==> src/rtl/paicore_lb_pkg.sv <==
// Shared types and constants for the PAICORE loopback run controller.
package paicore_lb_pkg;

  typedef enum logic [2:0] {
    ST_IDLE,
    ST_CLR,
    ST_ARM,
    ST_TX,
    ST_RX,
    ST_DONE,
    ST_ERR
  } state_t;

  localparam logic [1:0] ERR_NONE    = 2'd0;
  localparam logic [1:0] ERR_TIMEOUT = 2'd1;
  localparam logic [1:0] ERR_PROTO   = 2'd2;
  localparam logic [1:0] ERR_ABORT   = 2'd3;

  localparam int unsigned DEF_RST_CYCLES = 4;
  localparam int unsigned ITER_W         = 16;
  localparam int unsigned LEN_W          = 32;

endpackage

==> src/rtl/paicore_lb_watchdog.sv <==
// Saturating per-state cycle counter; count reads 1 on the first cycle after clear.
module paicore_lb_watchdog #(
  parameter int unsigned CNT_W = 32
) (
  input  logic             clk,
  input  logic             rst,
  input  logic             clear,
  input  logic             enable,
  input  logic [CNT_W-1:0] limit,
  output logic             expired_c,
  output logic [CNT_W-1:0] count
);

  always_ff @(posedge clk) begin
    if (rst) begin
      count <= '0;
    end else if (clear) begin
      count <= CNT_W'(1);
    end else if (enable && (count != '1)) begin
      count <= count + CNT_W'(1);
    end
  end

  // A zero limit disables expiry.
  assign expired_c = (limit != '0) && (count >= limit);

endmodule

==> src/rtl/paicore_loopback_ctrl.sv <==
// Run controller for the PAICORE send/recv loopback: sequences reset/arm/tx/rx iterations,
// supervises each phase with a watchdog and reports cycle counts and run status.
module paicore_loopback_ctrl
  import paicore_lb_pkg::*;
#(
  parameter int unsigned Channel    = 2,
  parameter int unsigned RST_CYCLES = DEF_RST_CYCLES,
  parameter int unsigned CNT_W      = 32
) (
  input  logic               clk,
  input  logic               rst,
  input  logic               start,
  input  logic               abort,
  input  logic [ITER_W-1:0]  repeat_cnt,
  input  logic [LEN_W-1:0]   send_len_in,
  input  logic [LEN_W-1:0]   frame_num_in,
  input  logic               single_chan_in,
  input  logic [Channel-1:0] chan_mask_in,
  input  logic [CNT_W-1:0]   timeout_cycles,
  input  logic               i_tx_done,
  input  logic               i_rx_done,
  output logic               o_dp_rst,
  output logic               o_rx_rcving,
  output logic [LEN_W-1:0]   o_send_len,
  output logic [LEN_W-1:0]   o_frame_num_max,
  output logic               o_single_chan,
  output logic [Channel-1:0] o_chan_mask,
  output logic               o_busy,
  output logic               o_done,
  output logic               o_err,
  output logic [1:0]         o_err_code,
  output logic [ITER_W-1:0]  o_iter_cnt,
  output logic [CNT_W-1:0]   o_tx_cycles,
  output logic [CNT_W-1:0]   o_rx_cycles
);

  state_t             state, state_n;
  logic [ITER_W-1:0]  rep_max;
  logic [ITER_W-1:0]  iter_n, iter_inc;
  logic [CNT_W-1:0]   tx_n, rx_n;
  logic [1:0]         err_code_n;
  logic               err_n;
  logic               latch_cfg;
  logic               finish;
  logic               wd_exp;
  logic               wd_clear;
  logic               wd_en;
  logic               in_hold;
  logic [CNT_W-1:0]   wd_limit;
  logic [CNT_W-1:0]   wd_count;

  // One timer serves both the TX/RX watchdog and the CLR/ERR reset hold.
  assign in_hold  = (state == ST_CLR) || (state == ST_ERR);
  assign wd_en    = in_hold || (state == ST_TX) || (state == ST_RX);
  assign wd_clear = (state_n != state);
  assign wd_limit = in_hold ? CNT_W'(RST_CYCLES) : timeout_cycles;

  paicore_lb_watchdog #(
    .CNT_W (CNT_W)
  ) u_watchdog (
    .clk       (clk),
    .rst       (rst),
    .clear     (wd_clear),
    .enable    (wd_en),
    .limit     (wd_limit),
    .expired_c (wd_exp),
    .count     (wd_count)
  );

  assign iter_inc = (o_iter_cnt == '1) ? o_iter_cnt : o_iter_cnt + ITER_W'(1);

  // Next-state and next-output logic.
  always_comb begin
    state_n    = state;
    err_code_n = o_err_code;
    err_n      = o_err;
    iter_n     = o_iter_cnt;
    tx_n       = o_tx_cycles;
    rx_n       = o_rx_cycles;
    latch_cfg  = 1'b0;
    finish     = 1'b0;

    case (state)
      ST_IDLE: begin
        if (start) begin
          state_n    = ST_CLR;
          latch_cfg  = 1'b1;
          err_n      = 1'b0;
          err_code_n = ERR_NONE;
          iter_n     = '0;
        end
      end
      ST_CLR: begin
        if (wd_exp) state_n = ST_ARM;
      end
      ST_ARM: begin
        state_n = ST_TX;
      end
      ST_TX: begin
        tx_n = wd_count;
        // A done on the expiry cycle beats the timeout; timeout beats protocol error.
        if (i_tx_done) begin
          if (i_rx_done) begin
            rx_n   = '0;
            finish = 1'b1;
          end else begin
            state_n = ST_RX;
          end
        end else if (wd_exp) begin
          state_n    = ST_ERR;
          err_code_n = ERR_TIMEOUT;
        end else if (i_rx_done) begin
          state_n    = ST_ERR;
          err_code_n = ERR_PROTO;
        end
      end
      ST_RX: begin
        rx_n = wd_count;
        if (i_rx_done) begin
          finish = 1'b1;
        end else if (wd_exp) begin
          state_n    = ST_ERR;
          err_code_n = ERR_TIMEOUT;
        end
      end
      ST_DONE: begin
        state_n = ST_IDLE;
      end
      ST_ERR: begin
        if (wd_exp) state_n = ST_IDLE;
      end
      default: begin
        state_n = ST_IDLE;
      end
    endcase

    if (finish) begin
      iter_n  = iter_inc;
      state_n = (iter_inc == rep_max) ? ST_DONE : ST_CLR;
    end

    if (abort && (state != ST_IDLE) && (state != ST_ERR)) begin
      state_n    = ST_ERR;
      err_code_n = ERR_ABORT;
      iter_n     = o_iter_cnt;
    end

    if (state_n == ST_ERR) err_n = 1'b1;
  end

  // State and registered outputs; flag outputs follow the state being entered.
  always_ff @(posedge clk) begin
    if (rst) begin
      state           <= ST_IDLE;
      o_dp_rst        <= 1'b1;
      o_rx_rcving     <= 1'b0;
      o_busy          <= 1'b0;
      o_done          <= 1'b0;
      o_err           <= 1'b0;
      o_err_code      <= ERR_NONE;
      o_iter_cnt      <= '0;
      o_tx_cycles     <= '0;
      o_rx_cycles     <= '0;
      o_send_len      <= '0;
      o_frame_num_max <= '0;
      o_single_chan   <= 1'b0;
      o_chan_mask     <= '0;
      rep_max         <= '0;
    end else begin
      state       <= state_n;
      o_dp_rst    <= (state_n == ST_CLR) || (state_n == ST_ERR);
      o_rx_rcving <= (state_n == ST_ARM) || (state_n == ST_TX) || (state_n == ST_RX);
      o_busy      <= (state_n != ST_IDLE);
      o_done      <= (state_n == ST_DONE);
      o_err       <= err_n;
      o_err_code  <= err_code_n;
      o_iter_cnt  <= iter_n;
      o_tx_cycles <= tx_n;
      o_rx_cycles <= rx_n;
      if (latch_cfg) begin
        o_send_len      <= send_len_in;
        o_frame_num_max <= frame_num_in;
        o_single_chan   <= single_chan_in;
        o_chan_mask     <= chan_mask_in;
        rep_max         <= (repeat_cnt == '0) ? ITER_W'(1) : repeat_cnt;
      end
    end
  end

endmodule

==> config.mk <==
export PLATFORM = sky130hd
export DESIGN_NAME = paicore_loopback_ctrl
export DESIGN_NICKNAME = d
export VERILOG_FILES = /design/src/rtl/paicore_lb_pkg.sv /design/src/rtl/paicore_lb_watchdog.sv /design/src/rtl/paicore_loopback_ctrl.sv
export SDC_FILE = /design/constraint.sdc
export NUM_CORES = 1
export LEC_CHECK = 0
export CAP_MARGIN = 20
export CELL_PAD_IN_SITES_DETAIL_PLACEMENT = 0
export CELL_PAD_IN_SITES_GLOBAL_PLACEMENT = 1
export CORE_ASPECT_RATIO = 0.7
export CORE_UTILIZATION = 25
export DETAILED_ROUTE_END_ITERATION = 16
export PLACE_DENSITY_LB_ADDON = 0.1
export SLEW_MARGIN = 20
export SYNTH_ARGS = -nofsm -noshare
export SYNTH_HDL_FRONTEND = slang
export SYNTH_SLANG_ARGS = --single-unit
==> constraint.sdc <==
create_clock -name clk -period 7.4 [get_ports clk]
set_input_delay 1.11 -clock clk [delete_from_list [all_inputs] [get_ports clk]]
set_output_delay 1.11 -clock clk [all_outputs]
set_load 0.01 [all_outputs]
Yosys cells after proc, flatten, opt, wreduce, memory -nomap -nowiden
Cells that the tools add are included.

operators by class
  equal/unequal tests = 23
  $add $sub $neg = 2
  bitwise operators = 1
  mux-type cells = 40
  $lt $le $gt $ge = 1
  reductions and logical operators = 27

operator list
  kind                                                                    number
  32-bit two-way mux                                                      3
  16-bit two-way mux                                                      5
  32-bit case mux with 2 select lines                                     1
  3-bit two-way mux                                                       12
  32-bit by 1-bit adder with 32-bit output (second input constant)        1
  32-bit >= comparator                                                    1
  32-bit != test (second input constant)                                  1
  32-bit nonzero test                                                     1
  3-bit case mux with 6 select lines                                      1
  16-bit by 1-bit adder with 16-bit output (second input constant)        1
  16-bit equality test                                                    1
  16-bit equality test (second input constant)                            1
  16-bit zero test                                                        1
  3-bit equality test (second input constant)                             5
  2-bit two-way mux                                                       7
  3-bit by 2-bit equality test with 1-bit output (second input constant)  4
  2-bit nonzero test                                                      6
  1-bit two-way mux                                                       9
  3-bit by 1-bit equality test with 1-bit output (second input constant)  2
  1-bit logical OR                                                        6
  3-bit by 2-bit != test with 1-bit output (second input constant)        2
  3-bit != test (second input constant)                                   2
  2-bit case mux with 3 select lines                                      1
  3-bit AND reduction                                                     2
  other kinds (13)                                                        18

storage, ports and cells
  input port bits = 121
  output and inout port bits = 154
  register bits = 205
  logic and storage cells = 111

Longest topological paths before layout
  word-level depth = 13
  gate-level depth with buffers = 18
  mapped depth without buffers = 14

By module
From an unflattened synthesis, not the netlist that was laid out.

unflattened totals
  cells, all modules = 1,258
  area, all modules = 9,984.6 µm²

modules (own cells, without submodules)
  module                 instances  cells an instance  area an instance (µm²)  sequential area each (µm²)
  paicore_loopback_ctrl  1          942                7,508.5                 3,463.3
  paicore_lb_watchdog    1          316                2,476.1                 640.6

Worst setup path after synthesis
Ideal clock, no wire load.

  path kind = register to register
  start = register state[2]
  end = register u_watchdog.count[1]
  buffers on the path = 3
  library setup time = 0.103 ns
  required time = 7.297 ns
  path slack = 3.496 ns
  cell stages (with the launch flop) = 18
  period minus slack after synthesis = 3.904 ns
  data arrival time = 3.801 ns
  path through = dfxtp_1 > buf_4 > clkinv_1 > nor3_1 > nor2_1 > clkbuf_1 > nand2_1 > ha_1 > nor2b_1 > o211a_1 > o311ai_1 > a31oi_1 > or2_2 > o32ai_2 > o31a_2 > nand3_2 > buf_12 > a2111oi_2

on the way
  word-level cells in the longest chain between the ends = 12
  elaborated cells on any way between the ends = 33
  classes of those cells = order compare (1); eq/ne (7); mux (14); reduce/logical (11)

ends and longest elaborated chain
  element                                                                                       line                                                        RTL
  start, declared                                                                               paicore_loopback_ctrl.sv:37                                 state_t state, state_n;
  start signal, assigned                                                                        paicore_loopback_ctrl.sv:170                                state <= state_n;
  3-bit by 1-bit equality test with 1-bit output / 3-bit equality test (equally long branches)  paicore_loopback_ctrl.sv:53, paicore_loopback_ctrl.sv:83
  1-bit logical OR                                                                              paicore_loopback_ctrl.sv:53                                 assign in_hold = (state == ST_CLR) || (state == ST_ERR);
  32-bit two-way mux                                                                            paicore_loopback_ctrl.sv:56                                 assign wd_limit = in_hold ? CNT_W'(RST_CYCLES) : timeout_cycles;
  32-bit >= comparator / 32-bit nonzero test (equally long branches)                            paicore_lb_watchdog.sv:25                                   assign expired_c = (limit != '0) && (count >= limit);
  1-bit logical AND                                                                             paicore_lb_watchdog.sv:25
  3-bit two-way mux (on tied branches)                                                          paicore_loopback_ctrl.sv:121, paicore_loopback_ctrl.sv:109
  3-bit two-way mux (on tied branches)                                                          paicore_loopback_ctrl.sv:119, paicore_loopback_ctrl.sv:102
  3-bit case mux with 6 select lines                                                            paicore_loopback_ctrl.sv:83                                 case (state)
  3-bit two-way mux                                                                             paicore_loopback_ctrl.sv:137                                if (finish) begin
  3-bit two-way mux                                                                             paicore_loopback_ctrl.sv:142                                if (abort && (state != ST_IDLE) && (state != ST_ERR)) begin
  3-bit != test                                                                                 paicore_loopback_ctrl.sv:55                                 assign wd_clear = (state_n != state);
  2-bit OR reduction (no source line)                                                           --
  end signal, assigned                                                                          paicore_lb_watchdog.sv:20                                   count <= count + CNT_W'(1);
  end, declared                                                                                 paicore_lb_watchdog.sv:11                                   output logic [CNT_W-1:0] count

Several ways; a longest one is shown, not always the timed one.
A chain may end at the register's enable or synchronous reset.

Final worst setup path
  start = register state[0]
  end = register u_watchdog.count[4]

Same word-level chain as after synthesis.

==> metrics <==
final period utilization 73.8%; Slew @ Worst Pin 0.999 ns; Fin Clk Skew 0.0108 ns; final std cell area, no fill 13700 um2; Syn Area/Cell 7.93 um2; Post-CTS Setup Bufs 0; first-pass GRT wire length 56100 um; CTS-repair resized insts 0; Final min period 5.46 ns; Seq/Total Area, Yosys 42.0%; Die Span Y 167 um; drt initial violations 558; clk sink count 205; Worst slew margin 33.4%; Peak supply drop 0.000242 V; most frequent cells in the layout nand2_1 (317), clkdlybuf4s50_1 (273), dfxtp_1 (205); commonest non-fill, non-tap cell in the layout nand2_1; share of cells above drive strength 1 5.21%; CP Cell Sequence inv_1 > nor3_1 > nor2_2 > buf_4 > nand2_1 > ha_1 > nand4_1 > nor3_1 > a221oi_1 > o211ai_1 > or2_2 > o32ai_2 > o31a_2 > nand3_2 > a2111oi_1; final hold violation count 0; CTS root buffer clkbuf_16; Yosys warning count 0; Setup CP Type flip-flop to flip-flop; WP data required 7.82 ns; number of placement rows 60; Startpoint Class flip-flop; area grow syn2layout 40.2%; Pleak 4.75 nW; DRT antenna net count 0; CTS buffer count 24; clk buf depth 3; Initial Util 25.4%; RSZ-0062 raised after global routing no; Top FF cell, synth dfxtp_1; drc violations 0; Synthesized Nets 1389; Fin Setup TNS 0 ns; drt total wl 36300 um; filler instances 4076; die area 39900 um2; Die X 238 um; vias in the first global route 9254; Antenna diodes 0; final worst slack 1.94 ns; slowest stage delay, CP 0.65 ns; Slew Viols, Final 0; Via-to-Cell Ratio 4.76; Setup Slack @ Placement 1.95 ns; arrival time worst endpoint 5.87 ns; Setup crit end kind flip-flop; placed wire-length estimate 25800 um; Avg WL per Cell 18.1 um; outcome finished, final reports clean; largest net degree at the start of global routing 86; Port Buf Inserts 274; crit-path most repeated cell nor3_1; htree depth 1; via count 9542; initial antenna violation count 0; Mapped Area 9780 um2; routability cong. 0.813; Finish-stage setup viols 0; P per Cell Area 286 nW/um2; Async SR Flop Fraction 0%; CTS tree done; cts hold-fix bufs 0; Clk Latency, worst-skew pair 0.54 ns; EDFF count, synth 0; fin util 35.6%; clock-pin slew on the worst setup and hold paths 0.06 ns; Slowest-stage cell, CP nor2_2; Floorplan Core Area 38500 um2; nets@finish 1626; max cap viols 0; Netlist cell types 69; post-synthesis register bit count 205; io pins 275; DP Area 13000 um2; maximum clock frequency 0.183 GHz; HP Class flip-flop to flip-flop; Mapped Cells 1233; CP Max Fanout 31; DR pass1 iterations 5; GRT overflow 0; All-Layer GR Usage 17.9%
cell type report:
type,count,area [um2],share of cell area [%]
Tap cell,527,659,4.81
Sequential cell,205,4100,29.9
Clock buffer,31,657,4.79
Inverter,8,30.0,0.219
Timing Repair Buffer,291,2900,21.1
Clock inverter,3,51.3,0.374
Multi-Input combinational cell,940,5310,38.7
Yosys cell counts, types with 13 or more instances:
cell / count / area [um2]
o21ai_0: 24 / 120
nand3_1: 29 / 145
a22oi_1: 33 / 248
nand2_1: 318 / 1190
nor3_1: 24 / 120
xnor2_1: 39 / 342
nor2_1: 67 / 251
dfxtp_1: 205 / 4100
and3_1: 13 / 81.3
nand4_1: 20 / 125
ha_1: 35 / 438
clkbuf_1: 62 / 233
a21oi_1: 180 / 901
nor4_1: 21 / 131
cell families (layout without fill, tap and decap cells):
logic type	count (synthesis)	after routing	share of synthesized area (%)
multiplexers	2	2	0.205
flip-flops	205	205	42.0
AND/OR/NAND/NOR	545	545	24.8
buffers and inverters	88	333	4.17
adder cells (fa/ha/maj)	35	35	4.48
XOR/XNOR	50	50	4.48
AO/OA/AOI/OAI	308	308	19.9
metal layers:
metal	share of wire, %	GRT usage [%]
met5	0	0
met3	5.8	4.53
met4	2.0	3.93
met2	43	27.1
met1	49	25.4
where the power goes:
group          switching [mW]  internal [mW]  total [mW]
registers               0.119           1.24        1.36
logic                   0.887          0.542        1.43
clock network           0.482          0.649        1.13
total                    1.49           2.43        3.92
state kept, by name, indices dropped and copies added, names as in the netlist:
signal            flops
o_frame_num_max      32
o_dp_rst              1
o_iter_cnt           16
o_single_chan         1
o_done                1
o_busy                1
o_err                 1
o_send_len           32
o_err_code            2
rep_max              16
o_rx_cycles          32
o_tx_cycles          32
state                 3
u_watchdog.count     32
o_chan_mask           2
o_rx_rcving           1
stage by stage:
step	power, mW	hold slack (ns)	cells
2_1_floorplan	2.24	0.448	1233
3_3_place_gp	2.80	0.441	1968
3_5_place_dp	2.82	0.447	1971
4_1_cts	3.98	0.454	2005
5_1_grt	4.18	0.468	2005
6_report	3.92	0.451	2005
path summary, 6_finish.rpt:
kind	startpoint	end	slack (ns)	depth (start not counted)
hold reg to reg	o_frame_num_max[25]	o_frame_num_max[25]	0.45	2
setup reg to reg	state[0]	u_watchdog.count[4]	1.94	15
hold / removal	o_frame_num_max[25]	o_frame_num_max[25]	0.45	2
setup / recovery	state[0]	u_watchdog.count[4]	1.94	15
critical path, delay by kind of cell (launching register included):
kind | cells | cell delay [ns]
simple gates | 7 | 2.09
compound gates | 5 | 1.84
buf+inv | 2 | 0.60
flops | 1 | 0.48
fa+ha+maj | 1 | 0.31
Note: power is estimated with default switching activity, not from simulation.
==> variant, RTL diff (same settings) <==
Change the parameter `Channel` from 2 to 1.
--- a/src/rtl/paicore_loopback_ctrl.sv
+++ b/src/rtl/paicore_loopback_ctrl.sv
@@ -4,5 +4,5 @@
   import paicore_lb_pkg::*;
 #(
-  parameter int unsigned Channel    = 2,
+  parameter int unsigned Channel    = 1,
   parameter int unsigned RST_CYCLES = DEF_RST_CYCLES,
   parameter int unsigned CNT_W      = 32
Ports: changed (resized chan_mask_in and o_chan_mask); port bits go from 275 to 273. No check against the original RTL was run, so the function may have changed too.
==> variant against the unedited design <==
- synthesized area decreased by 2.1%
- cell area is 1.2% lower
- sequential cell count down 1
- routed wire length rose by 1.7%
- total power is 0.68% lower
- setup slack better by 0.87 ns
- count of clock-buffer cells in the layout shrank 1
==> variant: results (changes against the unedited design) <==
switch share 37.1% (-0.90 points); portion of the layout cell area used by clock cells 6.05% (+0.89 points); leading cell types by total area after synthesis sky130_fd_sc_hd__dfxtp_1 (43%), sky130_fd_sc_hd__nand2_1 (12%), sky130_fd_sc_hd__a21oi_1 (8.1%), sky130_fd_sc_hd__ha_1 (4.6%), sky130_fd_sc_hd__nor2_1 (3.3%); global-route track usage on met1 29.2% (+3.8 points); Mapped Avg Cell Area 7.88 um2 (-0.62%); pin count of the biggest net entering global routing 91 (+5.8%); total number of tap cells 488 (-7.4%); number of ordinary inverters in the final layout 11 (+3); first-pass GRT wire length 56700 um (+1.1%); synthesized net count 1370 (-1.4%); count of non-CTS buffers in the layout 285 (-2.1%); grt met2 use 24.7% (-2.4 points); data-path buffer share of cell area in the final layout 20.8% (-0.31 points); post-layout instance count excluding filler cells 1955 (-2.5%); post-synth cell types 64 (-7.2%); wire length on met3 2470 um (+16%); worst rel slew slack 30.4% (-3.0 points); number of multi-input logic gates 922 (-1.9%); fin nets 1604 (-1.4%); met1 layer wirelength in the final routing 19500 um (+9.1%); WL met2 14400 um (-7.8%); weighted congestion at the end of routability-driven global placement 0.852 (+4.8%); number of buffers added on ports 272 (-0.73%); number of global-route vias before repair 9060 (-2.1%); Design Area, Final 0.0135 mm2 (-1.2%); area of placed instances 0.0127 mm2 (-2.2%); maximum fanout count along the critical path 32 (+3.2%); detailed router's first-iteration violation count 630 (+13%); share of cells above drive strength 1 5.18% (-0.029 points); Multi-input gate area 0.00516 mm2 (-2.8%); CLK BUF 30 (-3.2%); maximum vdd ir drop 153 uV (-37%); status finished clean; TritonCTS Buffers 25 (+4.2%); Detailed Route WL 36900 um (+1.7%); cell type of the slowest stage on the worst timing path sky130_fd_sc_hd__dfxtp_1; pre-CTS setup slack 2.49 ns (+0.537 ns); clock network fraction of design power 32.3% (+3.4 points); via-per-instance ratio 4.96 (+4.3%); Static Leak 4.71 nW (-0.75%); initial antenna violation count 1 (+1); GR Util All Layers 18.4% (+0.52 points); sequential cell area fraction in the yosys report 42.6% (+0.68 points); switching pwr 0.00144 W (-3.0%); met3 usage in global routing 4.26% (-0.28 points); Reg area 0.00408 mm2 (-0.49%); max incr delay on CP 0.80 ns (+0.15 ns); worst clock skew 0.0266 ns (+0.0158 ns); worst path arrival time 5.01 ns (-0.86 ns)
## variant: worst max-delay path: cells and delay by family, from the launching register on
kind	cells	cell delay, ns
flip-flops	1	0.80
AND/OR/NAND/NOR	6	1.38
XOR/XNOR	1	0.16
buffers and inverters	1	0.28
AO/OA/AOI/OAI	5	1.56
adder cells (fa/ha/maj)	1	0.27
## variant: worst paths after layout
check                                   start                   end  slack, ns  cells after the start
worst max-delay path                 state[0]  u_watchdog.count[12]       2.81                     14
worst max register to register       state[0]  u_watchdog.count[12]       2.81                     14
worst min register to register  o_single_chan         o_single_chan       0.45                      2
worst min-delay path            o_single_chan         o_single_chan       0.45                      2
## variant: cell families (layout without fill, tap and decap cells)
family,after synthesis,count (layout),share of synthesized area [%]
flops,204,204,42.6
simple gates,559,559,26.6
buf+inv,89,341,3.80
fa+ha+maj,35,35,4.57
compound gates,274,274,17.3
xor+xnor,46,46,4.28
mux,8,8,0.836
